--- config.mk ---
export PLATFORM = sky130hd
export DESIGN_NAME = operand_stage
export DESIGN_NICKNAME = d
export VERILOG_FILES = /design/src/rtl/pipe_pkg.sv /design/src/rtl/fwd_mux.sv /design/src/rtl/operand_stage.sv
export SDC_FILE = /design/constraint.sdc
export NUM_CORES = 1
export LEC_CHECK = 0
export ABC_AREA = 0
export BUFFER_PORTS_ARGS = -buffer_cell sky130_fd_sc_hd__buf_2
export CORE_ASPECT_RATIO = 0.7
export CORE_UTILIZATION = 30
export CTS_BUF_LIST = sky130_fd_sc_hd__clkbuf_16
export DETAILED_ROUTE_END_ITERATION = 10
export SYNTH_ARGS = -nofsm -noshare
export SYNTH_HDL_FRONTEND = slang
export SYNTH_SLANG_ARGS = --single-unit
--- constraint.sdc ---
create_clock -name clk -period 10.1 [get_ports clk]
set_input_delay 1.515 -clock clk [delete_from_list [all_inputs] [get_ports clk]]
set_output_delay 1.515 -clock clk [all_outputs]
set_load 0.01 [all_outputs]
--- src/rtl/pipe_pkg.sv ---
// pipe_pkg: shared widths, constants and the ID/EX register layout for the
// LEGv8 operand stage.
//   DW       datapath width (64)
//   AW       register address width (5)
//   ZERO_REG architectural zero register (all ones)
//   idex_t   contents of the ID/EX pipeline register
package pipe_pkg;

  localparam int DW = 64;
  localparam int AW = 5;

  localparam logic [AW-1:0] ZERO_REG = 5'd31;

  typedef struct packed {
    logic [AW-1:0] rs1;
    logic [AW-1:0] rs2;
    logic [AW-1:0] rd;
    logic          regwrite;
    logic          memread;
    logic [DW-1:0] op_a;
    logic [DW-1:0] op_b;
    logic [DW-1:0] imm;
  } idex_t;

endpackage

--- src/rtl/fwd_mux.sv ---
// fwd_mux: selects the operand value presented to the ALU for one source.
//   rs           source register address held in ID/EX
//   regVal       operand value captured into ID/EX
//   memRd/memRegwrite/memResult  EX/MEM forwarding source (highest priority)
//   wbRd/wbRegwrite/wbResult     MEM/WB forwarding source
//   fwdVal       forwarded operand
// The zero register always reads 0, even if an older instruction targets it.
module fwd_mux #(
  parameter int DW = pipe_pkg::DW,
  parameter int AW = pipe_pkg::AW
) (
  input  logic [AW-1:0] rs,
  input  logic [DW-1:0] regVal,
  input  logic [AW-1:0] memRd,
  input  logic          memRegwrite,
  input  logic [DW-1:0] memResult,
  input  logic [AW-1:0] wbRd,
  input  logic          wbRegwrite,
  input  logic [DW-1:0] wbResult,
  output logic [DW-1:0] fwdVal
);

  always_comb begin
    // NOTE: default assigned first so every path drives fwdVal; no latch.
    fwdVal = regVal;
    if (&rs) begin
      fwdVal = '0;
    end else if (memRegwrite && memRd == rs) begin
      fwdVal = memResult;
    end else if (wbRegwrite && wbRd == rs) begin
      fwdVal = wbResult;
    end
  end

endmodule

--- src/rtl/operand_stage.sv ---
// operand_stage: ID/EX operand stage of the LEGv8 pipeline.
//   Captures regfile read data and decoded fields into ID/EX, bypasses a
//   same-edge regfile write at capture, forwards EX/MEM and MEM/WB results
//   onto the ALU operands, and inserts a one-cycle bubble on load-use.
// Ports:
//   clk, reset (async, active high), flush (kills the held instruction)
//   id_valid/id_ready         upstream handshake
//   id_rs1/rs2/use_rs1/use_rs2/rd/regwrite/memread/imm  decoded ID fields
//   rf_rdata1/rf_rdata2       register file read data
//   mem_rd/regwrite/result    EX/MEM forwarding source
//   wb_rd/regwrite/result     MEM/WB forwarding source (also the regfile write)
//   ex_valid/ex_ready         downstream handshake
//   ex_op_a/ex_op_b           forwarded operands
//   ex_imm/ex_rd/ex_regwrite/ex_memread  registered fields
// Build option OPERAND_STAGE_PERF_EN adds saturating 32-bit counters
//   perf_bubbles (load-use bubbles) and perf_stalls (id_valid && !id_ready).
// DW/AW must match pipe_pkg, which fixes the ID/EX register layout.
module operand_stage #(
  parameter int DW = pipe_pkg::DW,
  parameter int AW = pipe_pkg::AW
) (
  input  logic          clk,
  input  logic          reset,
  input  logic          flush,
  input  logic          id_valid,
  output logic          id_ready,
  input  logic [AW-1:0] id_rs1,
  input  logic [AW-1:0] id_rs2,
  input  logic          id_use_rs1,
  input  logic          id_use_rs2,
  input  logic [AW-1:0] id_rd,
  input  logic          id_regwrite,
  input  logic          id_memread,
  input  logic [DW-1:0] id_imm,
  input  logic [DW-1:0] rf_rdata1,
  input  logic [DW-1:0] rf_rdata2,
  input  logic [AW-1:0] mem_rd,
  input  logic          mem_regwrite,
  input  logic [DW-1:0] mem_result,
  input  logic [AW-1:0] wb_rd,
  input  logic          wb_regwrite,
  input  logic [DW-1:0] wb_result,
  output logic          ex_valid,
  input  logic          ex_ready,
  output logic [DW-1:0] ex_op_a,
  output logic [DW-1:0] ex_op_b,
  output logic [DW-1:0] ex_imm,
  output logic [AW-1:0] ex_rd,
  output logic          ex_regwrite,
  output logic          ex_memread
`ifdef OPERAND_STAGE_PERF_EN
  ,
  output logic [31:0]   perf_bubbles,
  output logic [31:0]   perf_stalls
`endif
);

  import pipe_pkg::*;

  idex_t idex;
  idex_t capture;
  logic  exValid;
  logic  advance;
  logic  hazard;
  logic  accept;
  logic  wbHitRs1;
  logic  wbHitRs2;

  assign advance = !exValid || ex_ready;

  // A load in ID/EX whose result is needed by the instruction in ID cannot be
  // forwarded in time; the zero register never creates a dependency.
  assign hazard = exValid && idex.memread && (idex.rd != ZERO_REG) &&
                  ((id_use_rs1 && id_rs1 == idex.rd) ||
                   (id_use_rs2 && id_rs2 == idex.rd));

  assign id_ready = advance && !hazard && !flush;
  assign accept   = id_valid && id_ready;

  // The regfile write lands on the same edge as this capture, so its read
  // data is stale; take the write data directly.
  assign wbHitRs1 = wb_regwrite && (wb_rd == id_rs1) && (wb_rd != ZERO_REG);
  assign wbHitRs2 = wb_regwrite && (wb_rd == id_rs2) && (wb_rd != ZERO_REG);

  always_comb begin
    capture.rs1      = id_rs1;
    capture.rs2      = id_rs2;
    capture.rd       = id_rd;
    capture.regwrite = id_regwrite;
    capture.memread  = id_memread;
    capture.op_a     = wbHitRs1 ? wb_result : rf_rdata1;
    capture.op_b     = wbHitRs2 ? wb_result : rf_rdata2;
    capture.imm      = id_imm;
  end

  // NOTE: sequential state uses non-blocking assignments, and the async reset
  // clears every ID/EX field, not just the valid bit.
  always_ff @(posedge clk or posedge reset) begin
    if (reset) begin
      exValid <= 1'b0;
      idex    <= '0;
    end else if (flush) begin
      exValid <= 1'b0;
    end else if (advance && hazard) begin
      // Bubble: the dead slot must not look like a load or a register write.
      exValid       <= 1'b0;
      idex.regwrite <= 1'b0;
      idex.memread  <= 1'b0;
    end else if (accept) begin
      exValid <= 1'b1;
      idex    <= capture;
    end else if (advance) begin
      exValid <= 1'b0;
    end
  end

  assign ex_valid    = exValid;
  assign ex_imm      = idex.imm;
  assign ex_rd       = idex.rd;
  assign ex_regwrite = idex.regwrite;
  assign ex_memread  = idex.memread;

  fwd_mux #(.DW(DW), .AW(AW)) fwdA (
    .rs          (idex.rs1),
    .regVal      (idex.op_a),
    .memRd       (mem_rd),
    .memRegwrite (mem_regwrite),
    .memResult   (mem_result),
    .wbRd        (wb_rd),
    .wbRegwrite  (wb_regwrite),
    .wbResult    (wb_result),
    .fwdVal      (ex_op_a)
  );

  fwd_mux #(.DW(DW), .AW(AW)) fwdB (
    .rs          (idex.rs2),
    .regVal      (idex.op_b),
    .memRd       (mem_rd),
    .memRegwrite (mem_regwrite),
    .memResult   (mem_result),
    .wbRd        (wb_rd),
    .wbRegwrite  (wb_regwrite),
    .wbResult    (wb_result),
    .fwdVal      (ex_op_b)
  );

`ifdef OPERAND_STAGE_PERF_EN
  logic bubbleEvt;
  logic stallEvt;

  assign bubbleEvt = !flush && advance && hazard;
  assign stallEvt  = id_valid && !id_ready;

  always_ff @(posedge clk or posedge reset) begin
    if (reset) begin
      perf_bubbles <= '0;
      perf_stalls  <= '0;
    end else begin
      if (bubbleEvt && perf_bubbles != '1) perf_bubbles <= perf_bubbles + 32'd1;
      if (stallEvt && perf_stalls != '1)   perf_stalls  <= perf_stalls + 32'd1;
    end
  end
`endif

endmodule

# Word level (Yosys, flattened, before mapping)
# Cells that the tools add are included.
# op_classes
n_bitwise	2
mux	14
eq_ne	10
n_reduce_logical	28
# op_table
operator	count
$mux W64	8
$mux W194	1
$eq A5 B5 Y1	8
$logic_and A1 B1 Y1	17
$ne A5 B5 Y1 const B	2
$reduce_and A5 Y1	2
$mux W1	4
$reduce_bool A4 Y1	1
$logic_not A1 Y1	3
$reduce_and A3 Y1	1
$logic_or A1 B1 Y1	2
$mux W2	1
$not A1 Y1	2
$reduce_and A2 Y1	1
$reduce_bool A2 Y1	1
# word_totals
regBits	210
wordCells	63
out_inout_bits	201

# Longest topological paths before layout
# Gate-level depths: netlist (run 1).
# depth
word_depth	11
depth_mapped	9

# Hierarchy
# Synthesis (run 1) repeated with hierarchy kept, for this count alone.
# hier_totals
hier_cells	1533
area_unflattened_um2	15006.9
# modules_own_cells
module	area_each_um2	n_inst	cells_each
operand_stage	10272.4	1	863
fwd_mux	2367.3	2	335

# Worst setup path before layout (run 1)
# No wires, ideal clock.
# synth_path
path_kind	input port to output port
startpoint	in wb_rd[2]
endpoint	out ex_op_a[10]
required_time_ns	8.585
cell_stages	8
arrival_ns	3.042
setup_slack_ns	5.543
n_path_buf	3
cell_sequence	clkbuf_1 > xor2_1 > nor4_1 > and3_1 > buf_2 > buf_2 > mux2i_1 > a21oi_1
# synth_between
elab_chain_len	5
# synth_lines
item	line_no	rtl
from (decl)	operand_stage.sv:40	input logic [AW-1:0] wb_rd,
$eq A5 B5 Y1	fwd_mux.sv:30	end else if (wbRegwrite && wbRd == rs) begin
$logic_and A1 B1 Y1	fwd_mux.sv:30	
$mux W64	fwd_mux.sv:30	
$mux W64	fwd_mux.sv:28	end else if (memRegwrite && memRd == rs) begin
$mux W64	fwd_mux.sv:26	if (&rs) begin
to (decl)	operand_stage.sv:45	output logic [DW-1:0] ex_op_a,
# Every way passes these cells.

# Worst setup path after layout (run 1)
# layout_path
startpoint	in wb_rd[3]
endpoint	out ex_op_b[55]
# layout_between
elab_chain_len	5
# layout_lines
item	line_no	rtl
$eq A5 B5 Y1	fwd_mux.sv:30	
$logic_and A1 B1 Y1	fwd_mux.sv:30	
$mux W64	fwd_mux.sv:30	
$mux W64	fwd_mux.sv:28	
$mux W64	fwd_mux.sv:26	
to (decl)	operand_stage.sv:46	output logic [DW-1:0] ex_op_b,
# Every way passes these cells.

==> out/metrics.cfg, run 1 <==
[status]
status = complete, no violations

[sta]
slew_headroom_pct = 30.58
hold_viol = 0
max_freq_ghz = 0.1730
rsz0062_at_grt = false
hold_slack_ns = 0.5013
min_period_over_period_pct = 57.24
setup_violations = 0
clock_skew_ns = 0.02025
period_needed_ns = 5.781
slew_viol_final = 0
final.setup.tns_ns = 0
worstMarginPinSlew_ns = 1.041

[setup_path]
path_cells = buf_2, xor2_1, nor4_1, and3_4, buf_4, mux2i_1, a21oi_1, buf_2
crit_buf_inv = 3
slowest_delay_ns = 0.74
cp_common_cell = buf_2
cp_max_fo = 39
cp_top_family = buffers and inverters
worstPathRequired_ns = 8.59
slowest_stage = buf_4
cp_data_arrival_time_ns = 4.27
cp-start-kind = primary input
critPathCaptureType = primary output
crit_type = in2out

[clock_network]
clk_pin_slew_ns = 0.06
cts_resized = 0
tritoncts = done
cts_sinks = 210
cts-root-buf = clkbuf_16
cts_setup_buffers = 0
cts_max_level = 1
cts_hold_buf = 0
cts_inserted_buffers = 24
clockBufferDepth = 3
clk_latency_ns = 0.54

[yosys]
synth_top_family_by_area = multiplexers
synthAdderAreaFrac_pct = 0
avgSynthCellArea_um2 = 10.11
netlist_instances = 1269
synthMuxAreaShare_pct = 27.10
synthTopCellsByArea = dfrtp_1 (41%), mux2i_1 (20%), mux2_2 (6.3%)
synth-seq-cells = 210
synth-edff-count = 0
netlist.area_leader.share_pct = 40.95
synth_ff_type = dfrtp_1
synth_area_leader_cell = dfrtp_1
synthesis.nets = 1625
netlist_area_um2 = 12830
synthArstFlopShare_pct = 100.0
yosys_warnings = 0
synth_compound_gate_area_share_pct = 19.08
synth-simple-area-share_pct = 5.391
ys_seq_area_share_pct = 40.95
synth_cell_types = 33
synth-xor-area-share_pct = 2.730

[finish]
nNetsFinal = 2101
area_delta_synth_final_pct = 30.45
drive_gt1_share_pct = 41.46

[min_path]
min-delay-path-class = reg2reg

[floorplan]
dieHeight_um = 175.0
die_w_um = 249.2
io_pins = 557
core-area_um2 = 41580
start_util_pct = 30.86
dieArea_um2 = 43620
rows = 62

[global_route]
met3_usage_pct = 4.841
grt_pass1_vias = 12310
antenna_found_initial = 7
grt.overflow.total = 0
grt_max_degree = 87
grt_pass1_wl_mm = 72.60
met2_usage_pct = 34.33
use_met1_pct = 27.75
busiest_layer = met2
track_usage_pct = 21.16

[power_and_ir_drop]
p_switching_uw = 888.4
p_per_area_nw_per_um2 = 164.0
clkPwrFrac_pct = 33.1
power_frac_comb_pct = 28.6
intPower_mw = 1.858
ir_worst_vdd_mv = 0.1370
seq_power_share_pct = 38.3
switching_share_pct = 32.35
cellLeakagePower_nw = 6.892

[drt]
viasPerCell = 5.266
drt_first_pass_iters = 5
drc = 0
wl_per_cell_um = 20.68
vias = 12170
final_antenna_net_count = 0
drt-initial-drc-count = 737
wl_mm = 47.79

[placement]
dp_hpwl_mm = 34.47
portBuffers = 556
gp_congestion = 0.9535

[flow_run]
cap_violations = 0

## cells in the mapped netlist, types with 3 or more instances
cell type,count
buf_6,5
mux2i_1,256
mux2_4,7
mux2_2,72
inv_1,3
and3_1,5
xor2_1,28
buf_4,11
nor2_1,136
nand3_1,7
nor4_1,6
a22oi_1,98
a21oi_1,129
clkbuf_4,3
a22oi_2,30
clkbuf_1,68
dfrtp_1,210
o21ai_0,129
buf_2,34
xnor2_1,12
buf_1,3
## worst paths after layout
kind                       startpoint           to  slack (ns)  depth (start not counted)
setup / recovery             wb_rd[3]  ex_op_b[55]        4.32                          8
hold reg to reg            ex_imm[17]   ex_imm[17]        0.50                          1
hold / removal             ex_imm[17]   ex_imm[17]        0.50                          1
max in group asynchronous       reset    idex[180]        7.67                          3
setup reg to reg             ex_rd[3]    idex[208]        6.29                          7
min in group asynchronous       reset   ex_imm[23]        1.08                          2
## metrics by stage
step | power (mW) | std cells | utilization (%) | setup WS, ns | area (µm²)
final | 2.746 | 2311 | 40.26 | 4.319 | 16740
after CTS | 2.782 | 2307 | 40.24 | 4.416 | 16730
after global placement | 1.840 | 2263 | 38.30 | 4.423 | 15930
after floorplan | 1.497 | 1269 | - | 2.847 | 12830
after global routing | 2.902 | 2309 | 40.25 | 4.247 | 16740
after detailed placement | 1.853 | 2263 | 38.30 | 4.427 | 15930
## registers in the layout, summed over array words and instances (netlist names)
name         cells
ex_imm          64
ex_valid         1
ex_memread       1
ex_rd            5
ex_regwrite      1
idex           138
## placed cells by master (no fill, tap or decap), types with 4 or more instances in the layout
cell type    n
mux2_4       7
dfrtp_1    210
a21oi_1    129
xor2_1      28
o21ai_0    129
a22oi_1     98
bufinv_16    4
clkinv_2     6
buf_2      556
xnor2_1     12
buf_4       18
clkbuf_16   24
a22oi_2     30
nor4_1       6
nor2_1     136
mux2i_1    256
inv_1        6
mux2_2      72
clkinv_1     4
diode_2      4
## logic make-up after synthesis
kind of cell	after synthesis
AO/OA/AOI/OAI	391
XOR/XNOR	40
buffers and inverters	127
flip-flops	210
multiplexers	335
AND/OR/NAND/NOR	166
## power by group through the flow
stage / clock network [mW] / logic, mW / registers, mW
5_1_grt: 0.978 / 0.857 / 1.07
6_report: 0.908 / 0.786 / 1.05
4_1_cts: 0.940 / 0.790 / 1.05
2_1_floorplan: 0 / 0.431 / 1.07
3_5_place_dp: 0 / 0.789 / 1.06
3_3_place_gp: 0 / 0.778 / 1.06
## per-layer routing
metal / part of all wire, % / wire [µm]
met5: 0.092 / 44
met4: 3.4 / 1604
met1: 43 / 20570
met2: 46 / 22060
met3: 7.4 / 3514
## final cells by class
class,instances,area (µm²)
Antenna cell,4,10.01
Clock buffer,24,600.6
Clock inverter,20,205.2
Fill cell,4099,24840
Inverter,3,18.77
Multi-Input combinational cell,932,7053
Sequential cell,210,5255
Tap cell,544,680.7
Timing Repair Buffer,574,2918
(Power assumes the default switching activity.)
==> inputs of run 2 (changes only) <==
==> constraint.sdc (replaced) <==
create_clock -name clk -period 5.8 [get_ports clk]
set_input_delay 0.87 -clock clk [delete_from_list [all_inputs] [get_ports clk]]
set_output_delay 0.87 -clock clk [all_outputs]
set_load 0.01 [all_outputs]
==> out/metrics.cfg, run 2 (synthesis results as in run 1) <==
[finish]
area_delta_synth_final_pct = 30.24  ; was 30.45%
finalNonFillerCells = 2313  ; was 2311
layout_common_cells = buf_2 (556), mux2i_1 (256), dfrtp_1 (210), nor2_1 (136)  ; unchanged
top_register = idex  ; unchanged
largest_reg_flops = 138  ; unchanged
stdcell_area_um2 = 16710  ; was 16740 µm²
final_core_util_pct = 40.20  ; was 40.26%
final_common_cell = buf_2  ; unchanged
nNetsFinal = 2104  ; was 2101
drive_gt1_share_pct = 41.41  ; was 41.46%

[floorplan]
start_util_pct = 30.86  ; unchanged
core-area_um2 = 41580  ; unchanged
dieArea_um2 = 43620  ; unchanged
rows = 62  ; unchanged
dieHeight_um = 175.0  ; unchanged
die_w_um = 249.2  ; unchanged
io_pins = 557  ; unchanged

[global_route]
grt_max_degree = 129  ; was 87
antenna_found_initial = 4  ; was 7
grt_pass1_vias = 12400  ; was 12310
track_usage_pct = 21.29  ; was 21.16%
grt_pass1_wl_mm = 73.42  ; was 72.60 mm
grt.overflow.total = 0  ; unchanged

[clock_network]
cts-root-buf = clkbuf_16  ; unchanged
tritoncts = done  ; unchanged
cts_hold_buf = 0  ; unchanged
cts_max_level = 1  ; unchanged
cts_resized = 0  ; unchanged
cts_sinks = 210  ; unchanged
clk_pin_slew_ns = 0.06  ; about the same
cts_inserted_buffers = 25  ; was 24
cts_setup_buffers = 0  ; unchanged
clockBufferDepth = 3  ; unchanged
clk_latency_ns = 0.53  ; was 0.54 ns

[drt]
viasPerCell = 5.264  ; was 5.266
vias = 12180  ; was 12170
drt_first_pass_iters = 6  ; was 5
drt-initial-drc-count = 841  ; was 737
wl_mm = 48.11  ; was 47.79 mm
final_antenna_net_count = 0  ; unchanged
wl_per_cell_um = 20.80  ; was 20.68 µm
drc = 0  ; unchanged

[sta]
min_period_over_period_pct = 72.49
max_freq_ghz = 0.2379
rsz0062_at_grt = false  ; unchanged
setup_violations = 0  ; unchanged
fin_ws_ns = 1.596  ; was 4.319 ns
hold_slack_ns = 0.5001  ; was 0.5013 ns
slew_headroom_pct = 24.98  ; was 30.58%
worstMarginPinSlew_ns = 1.123  ; was 1.041 ns
final.setup.tns_ns = 0  ; unchanged
clock_skew_ns = 0.01337  ; was 0.02025 ns
hold_viol = 0  ; unchanged
slew_viol_final = 0  ; unchanged
period_needed_ns = 4.204

[min_path]
hold_depth = 1  ; unchanged
hold-path-endpoint = ex_imm[11]  ; was ex_imm[17]
min-delay-start = ex_imm[11]  ; was ex_imm[17]
min-delay-path-class = reg2reg  ; unchanged

[placement]
gp_congestion = 0.9333  ; was 0.9535
dpl-instance-area_um2 = 15990  ; was 15930 µm²
place_ws_ns = 1.675  ; was 4.427 ns
dp_hpwl_mm = 34.21  ; was 34.47 mm
dp.cells = 2265  ; was 2263
portBuffers = 556  ; unchanged

[setup_path]
reg2reg_depth = 6  ; was 7
cp_max_fo = 84  ; was 39
crit_type = in2out  ; unchanged
cp_data_arrival_time_ns = 3.33  ; was 4.27 ns
r2r-start = ex_rd[2]  ; was ex_rd[3]
worstReg2RegEnd = ex_imm[49]  ; was idex[208]
critPathCaptureType = primary output  ; unchanged
ff2ff_setup_slack_ns = 2.60  ; was 6.29 ns
cp-start-kind = primary input  ; unchanged
worstPathRequired_ns = 4.93  ; was 8.59 ns

[flow_run]
cap_violations = 0  ; unchanged

[power_and_ir_drop]
cellLeakagePower_nw = 6.853  ; was 6.892 nW
p_per_area_nw_per_um2 = 276.9  ; was 164.0 nW/µm²
power.total_mw = 4.629  ; was 2.746 mW
ir_worst_vdd_mv = 0.2451  ; was 0.1370 mV

[status]
status = complete, no violations  ; unchanged

run 2: changes by cell type in the layout (fill, tap and decap cells not counted), sizes merged:
| cell | change |
|---|---|
| clkbuf | +1 |
| clkinv | +1 |
| diode | +2 |
| buf | +2 |
| bufinv | -4 |
| inv | -2 |
| clkinvlp | +2 |
run 2: worst max path at each step:
stage | slack [ns] | from | endpoint | cells after the start
3_5_place_dp | 1.67 | mem_rd[1] | ex_op_a[9] | 8
3_3_place_gp | 1.67 | mem_rd[1] | ex_op_a[23] | 8
2_1_floorplan | 2.20 | reset | ex_imm[0] | 1
4_1_cts | 1.63 | idex[205] | ex_op_a[23] | 7
5_1_grt | 1.40 | idex[205] | ex_op_a[18] | 7
6_report | 1.60 | mem_rd[1] | ex_op_a[24] | 8
run 2: cell type report:
class / count / area (µm²)
fill: 4177 / 24870
multi-input combinational: 932 / 7053
sequential: 210 / 5255
timing repair buffer: 576 / 2983
tap: 544 / 680.7
clock buffer: 25 / 625.6
clock inverter: 17 / 87.58
inverter: 3 / 15.01
antenna: 6 / 15.01
run 2: power by group:
| part | switching [mW] | internal (mW) | leakage (nW) |
|---|---|---|---|
| Clock | 0.646 | 0.781 | 0.359 |
| Combinational | 0.749 | 0.620 | 4.21 |
| Sequential | 0.149 | 1.68 | 2.29 |
run 2: critical path, stage by stage:
cell     delay (ns)
buf_2          0.12
xor2_1         0.16
nor4_1         0.47
nand3_4        0.50
buf_4          0.49
o21ai_0        0.34
a21oi_1        0.07
buf_2          0.18
run 2: layer usage:
metal | GRT usage (%) | up-vias | part of all wire [%]
li1 | - | 5603 | -
met1 | 27.37 | 6042 | 43
met2 | 36.57 | 460 | 48
met3 | 4.260 | 71 | 6.2
met4 | 5.273 | 0 | 2.3
met5 | 0 | - | 0
==> inputs of run 3 (changes only) <==
--- a/config.mk
+++ b/config.mk
@@ -5,7 +5,7 @@
 export SDC_FILE = /design/constraint.sdc
 export NUM_CORES = 1
 export LEC_CHECK = 0
-export ABC_AREA = 0
+export ABC_AREA = 1
 export BUFFER_PORTS_ARGS = -buffer_cell sky130_fd_sc_hd__buf_2
 export CORE_ASPECT_RATIO = 0.7
 export CORE_UTILIZATION = 30
==> constraint.sdc (replaced) <==
create_clock -name clk -period 3.6 [get_ports clk]
set_input_delay 0.54 -clock clk [delete_from_list [all_inputs] [get_ports clk]]
set_output_delay 0.54 -clock clk [all_outputs]
set_load 0.01 [all_outputs]
==> out/metrics.cfg, run 3 <==
[status]
status = complete, no violations  ; unchanged

[placement]
gp_congestion = 0.9375  ; was 0.9333
place_ws_ns = 0.5630  ; was 1.675 ns
portBuffers = 556  ; unchanged
dp_hpwl_mm = 48.93  ; was 34.21 mm
dpl-instance-area_um2 = 18730  ; was 15990 µm²

[yosys]
yosys_warnings = 0  ; unchanged
synth_cell_types = 22  ; was 33
netlist.area_leader.share_pct = 34.19  ; was 40.95%
yosysMostFrequentCell = nand2_1  ; was mux2i_1
synth-seq-cells = 210  ; unchanged
synthArstFlopShare_pct = 100.0  ; unchanged
synthesis.nets = 2884  ; was 1625
synth-edff-count = 0  ; unchanged
avgSynthCellArea_um2 = 6.080  ; was 10.11 µm²
netlist_instances = 2528  ; was 1269
synth_area_leader_cell = dfrtp_1  ; unchanged
synth_commonest_cells = nand2_1 (1011), nand4_1 (337), nor2_1 (279), nand3_1 (272), dfrtp_1 (210)  ; was mux2i_1 (256), dfrtp_1 (210), nor2_1 (136), a21oi_1 (129), o21ai_0 (129)
netlist_area_um2 = 15370  ; was 12830 µm²
synthTopCellsByArea = dfrtp_1 (34%), nand2_1 (25%), nand4_1 (14%)  ; was dfrtp_1 (41%), mux2i_1 (20%), mux2_2 (6.3%)
ys_seq_area_share_pct = 34.19  ; was 40.95%
synth_ff_type = dfrtp_1  ; unchanged

[clock_network]
clk_latency_ns = 0.54  ; was 0.53 ns
cts_resized = 0  ; unchanged
cts-root-buf = clkbuf_16  ; unchanged
cts_inserted_buffers = 25  ; unchanged
cts_max_level = 1  ; unchanged
cts_sinks = 210  ; unchanged
clk_pin_slew_ns = 0.07  ; was 0.06 ns
clockBufferDepth = 3  ; unchanged
tritoncts = done  ; unchanged

[setup_path]
critPathCaptureType = primary output  ; unchanged
cp_max_fo = 64  ; was 84
crit_type = reg2out  ; was in2out
path_cells = inv_1, nand2_1, a21oi_4, buf_4, nand4_1, nand3_1, nand2_1, inv_1, buf_2  ; was buf_2, xor2_1, nor4_1, nand3_4, buf_4, o21ai_0, a21oi_1, buf_2
r2r-start = ex_rd[4]  ; was ex_rd[2]
cp-start-kind = flip-flop  ; was primary input
slowest_delay_ns = 0.73  ; was 0.50 ns
ff2ff_setup_slack_ns = 1.00  ; was 2.60 ns
crit_buf_inv = 4  ; was 3
worstPathRequired_ns = 3.06  ; was 4.93 ns
reg2reg_depth = 7  ; was 6
worstReg2RegEnd = idex[66]  ; was ex_imm[49]
slowest_stage = buf_4  ; was nand3_4
cp_data_arrival_time_ns = 2.90  ; was 3.33 ns
cp_top_family = buffers and inverters  ; was simple AND/OR/NAND/NOR gates

[drt]
wl_mm = 73.35  ; was 48.11 mm
drt-initial-drc-count = 2348  ; was 841
viasPerCell = 5.373  ; was 5.264
drc = 0  ; unchanged
vias = 19440  ; was 12180
final_antenna_net_count = 0  ; unchanged
wl_per_cell_um = 20.27  ; was 20.80 µm
drt_first_pass_iters = 6  ; unchanged

[finish]
largest_reg_flops = 138  ; unchanged
stdcell_area_um2 = 19520  ; was 16710 µm²
area_delta_synth_final_pct = 27.00  ; was 30.24%
top_register = idex  ; unchanged
final_core_util_pct = 39.09  ; was 40.20%
drive_gt1_share_pct = 22.52  ; was 41.41%
final_common_cell = nand2_1  ; was buf_2
multi_input_area_um2 = 8680  ; was 7053 µm²
nFillCells = 5517  ; was 4177
nNetsFinal = 3287  ; was 2104
regArea_um2 = 5255  ; unchanged
layout_common_cells = nand2_1 (1009), buf_2 (555), nand4_1 (337), nor2_1 (274), nand3_1 (267)  ; was buf_2 (556), mux2i_1 (256), dfrtp_1 (210), nor2_1 (136)

[global_route]
grt.overflow.total = 0  ; unchanged
grt_max_degree = 112  ; was 129
antenna_found_initial = 7  ; was 4
track_usage_pct = 27.14  ; was 21.29%
grt_pass1_vias = 17870  ; was 12400
grt_pass1_wl_mm = 110.8  ; was 73.42 mm

[sta]
worstMarginPinSlew_ns = 0.9983  ; was 1.123 ns
slew_headroom_pct = 33.45  ; was 24.98%
fin_ws_ns = 0.1618  ; was 1.596 ns
min_period_over_period_pct = 95.51
rsz0062_at_grt = false  ; unchanged
slew_viol_final = 0  ; unchanged
setup_violations = 0  ; unchanged
hold_viol = 0  ; unchanged
period_needed_ns = 3.438
max_freq_ghz = 0.2909
clock_skew_ns = 0.02082  ; was 0.01337 ns
final.setup.tns_ns = 0  ; unchanged

[floorplan]
start_util_pct = 30.78  ; was 30.86%
io_pins = 557  ; unchanged
core-area_um2 = 49940  ; was 41580 µm²
die_w_um = 272.5  ; was 249.2 µm
dieHeight_um = 191.4  ; was 175.0 µm
dieArea_um2 = 52160  ; was 43620 µm²
rows = 68  ; was 62

[min_path]
min-delay-start = id_imm[31]  ; was ex_imm[11]
hold-path-endpoint = ex_imm[31]  ; was ex_imm[11]
min-delay-path-class = in2reg  ; was reg2reg
hold_depth = 3  ; was 1

[power_and_ir_drop]
p_per_area_nw_per_um2 = 428.0  ; was 276.9 nW/µm²
ir_worst_vdd_mv = 0.4159  ; was 0.2451 mV
power.total_mw = 8.355  ; was 4.629 mW
cellLeakagePower_nw = 11.55  ; was 6.853 nW

[flow_run]
cap_violations = 0  ; unchanged

==> run 3: routing by layer <==
metal,track usage (%),routed length (µm),up-vias
met2,39.63,31460,1100
met4,7.303,1936,6
li1,-,-,9039
met1,39.58,32090,9162
met3,6.255,7814,134
met5,0,43,-
==> run 3: what timing repair did <==
item | in CTS | in global routing
hold buffers | 1 | 0
endpoints found under the hold margin | 5 | 0
buffers inserted | 0 | 0
==> run 3: kinds of logic (layout without fill, tap and decap cells) <==
| group | after synthesis | after routing | synth area share, % |
|---|---|---|---|
| other cells | 0 | 5 | 0 |
| buf+inv | 389 | 809 | 10.55 |
| xor+xnor | 1 | 1 | 0.05699 |
| compound gates | 22 | 22 | 0.7815 |
| simple gates | 1906 | 1906 | 54.42 |
| flops | 210 | 210 | 34.19 |
==> run 3: area by class of cell <==
cell class / instances / area share, %
clock buffers: 25 / 3.205
well taps: 665 / 4.262
multi-input cells: 1929 / 44.46
clock inverters: 19 / 0.7499
diodes: 5 / 0.06409
inverters: 165 / 3.192
repair buffers: 600 / 17.15
flip-flops and latches: 210 / 26.92
==> run 3: where the power goes <==
part | internal, mW | switching, mW
registers | 2.73 | 0.237
logic | 0.971 | 1.89
clock network | 1.40 | 1.13
total | 5.10 | 3.25
==> run 3: worst min-delay path: stages <==
cell and delay, ns:
buf_2 0.07, nand4_1 0.08, nand2_1 0.07
==> run 3: how the worst max path moves through the flow <==
stage	from	to	slack, ns	cells after the start
after global routing	idex[202]	ex_op_b[12]	0.02	9
after floorplan	reset	ex_imm[0]	0.33	1
final	idex[202]	ex_op_b[29]	0.16	9
after global placement	wb_rd[4]	ex_op_a[8]	0.60	11
after CTS	idex[204]	ex_op_a[7]	0.18	9
after detailed placement	wb_rd[4]	ex_op_a[7]	0.56	11
==> run 3: stage by stage <==
stage	hold slack (ns)	cells
4_1_cts	0.2135	3613
2_1_floorplan	0.4498	2528
5_1_grt	0.2381	3617
6_report	0.2429	3618
3_5_place_dp	0.4538	3568
3_3_place_gp	0.4508	3568
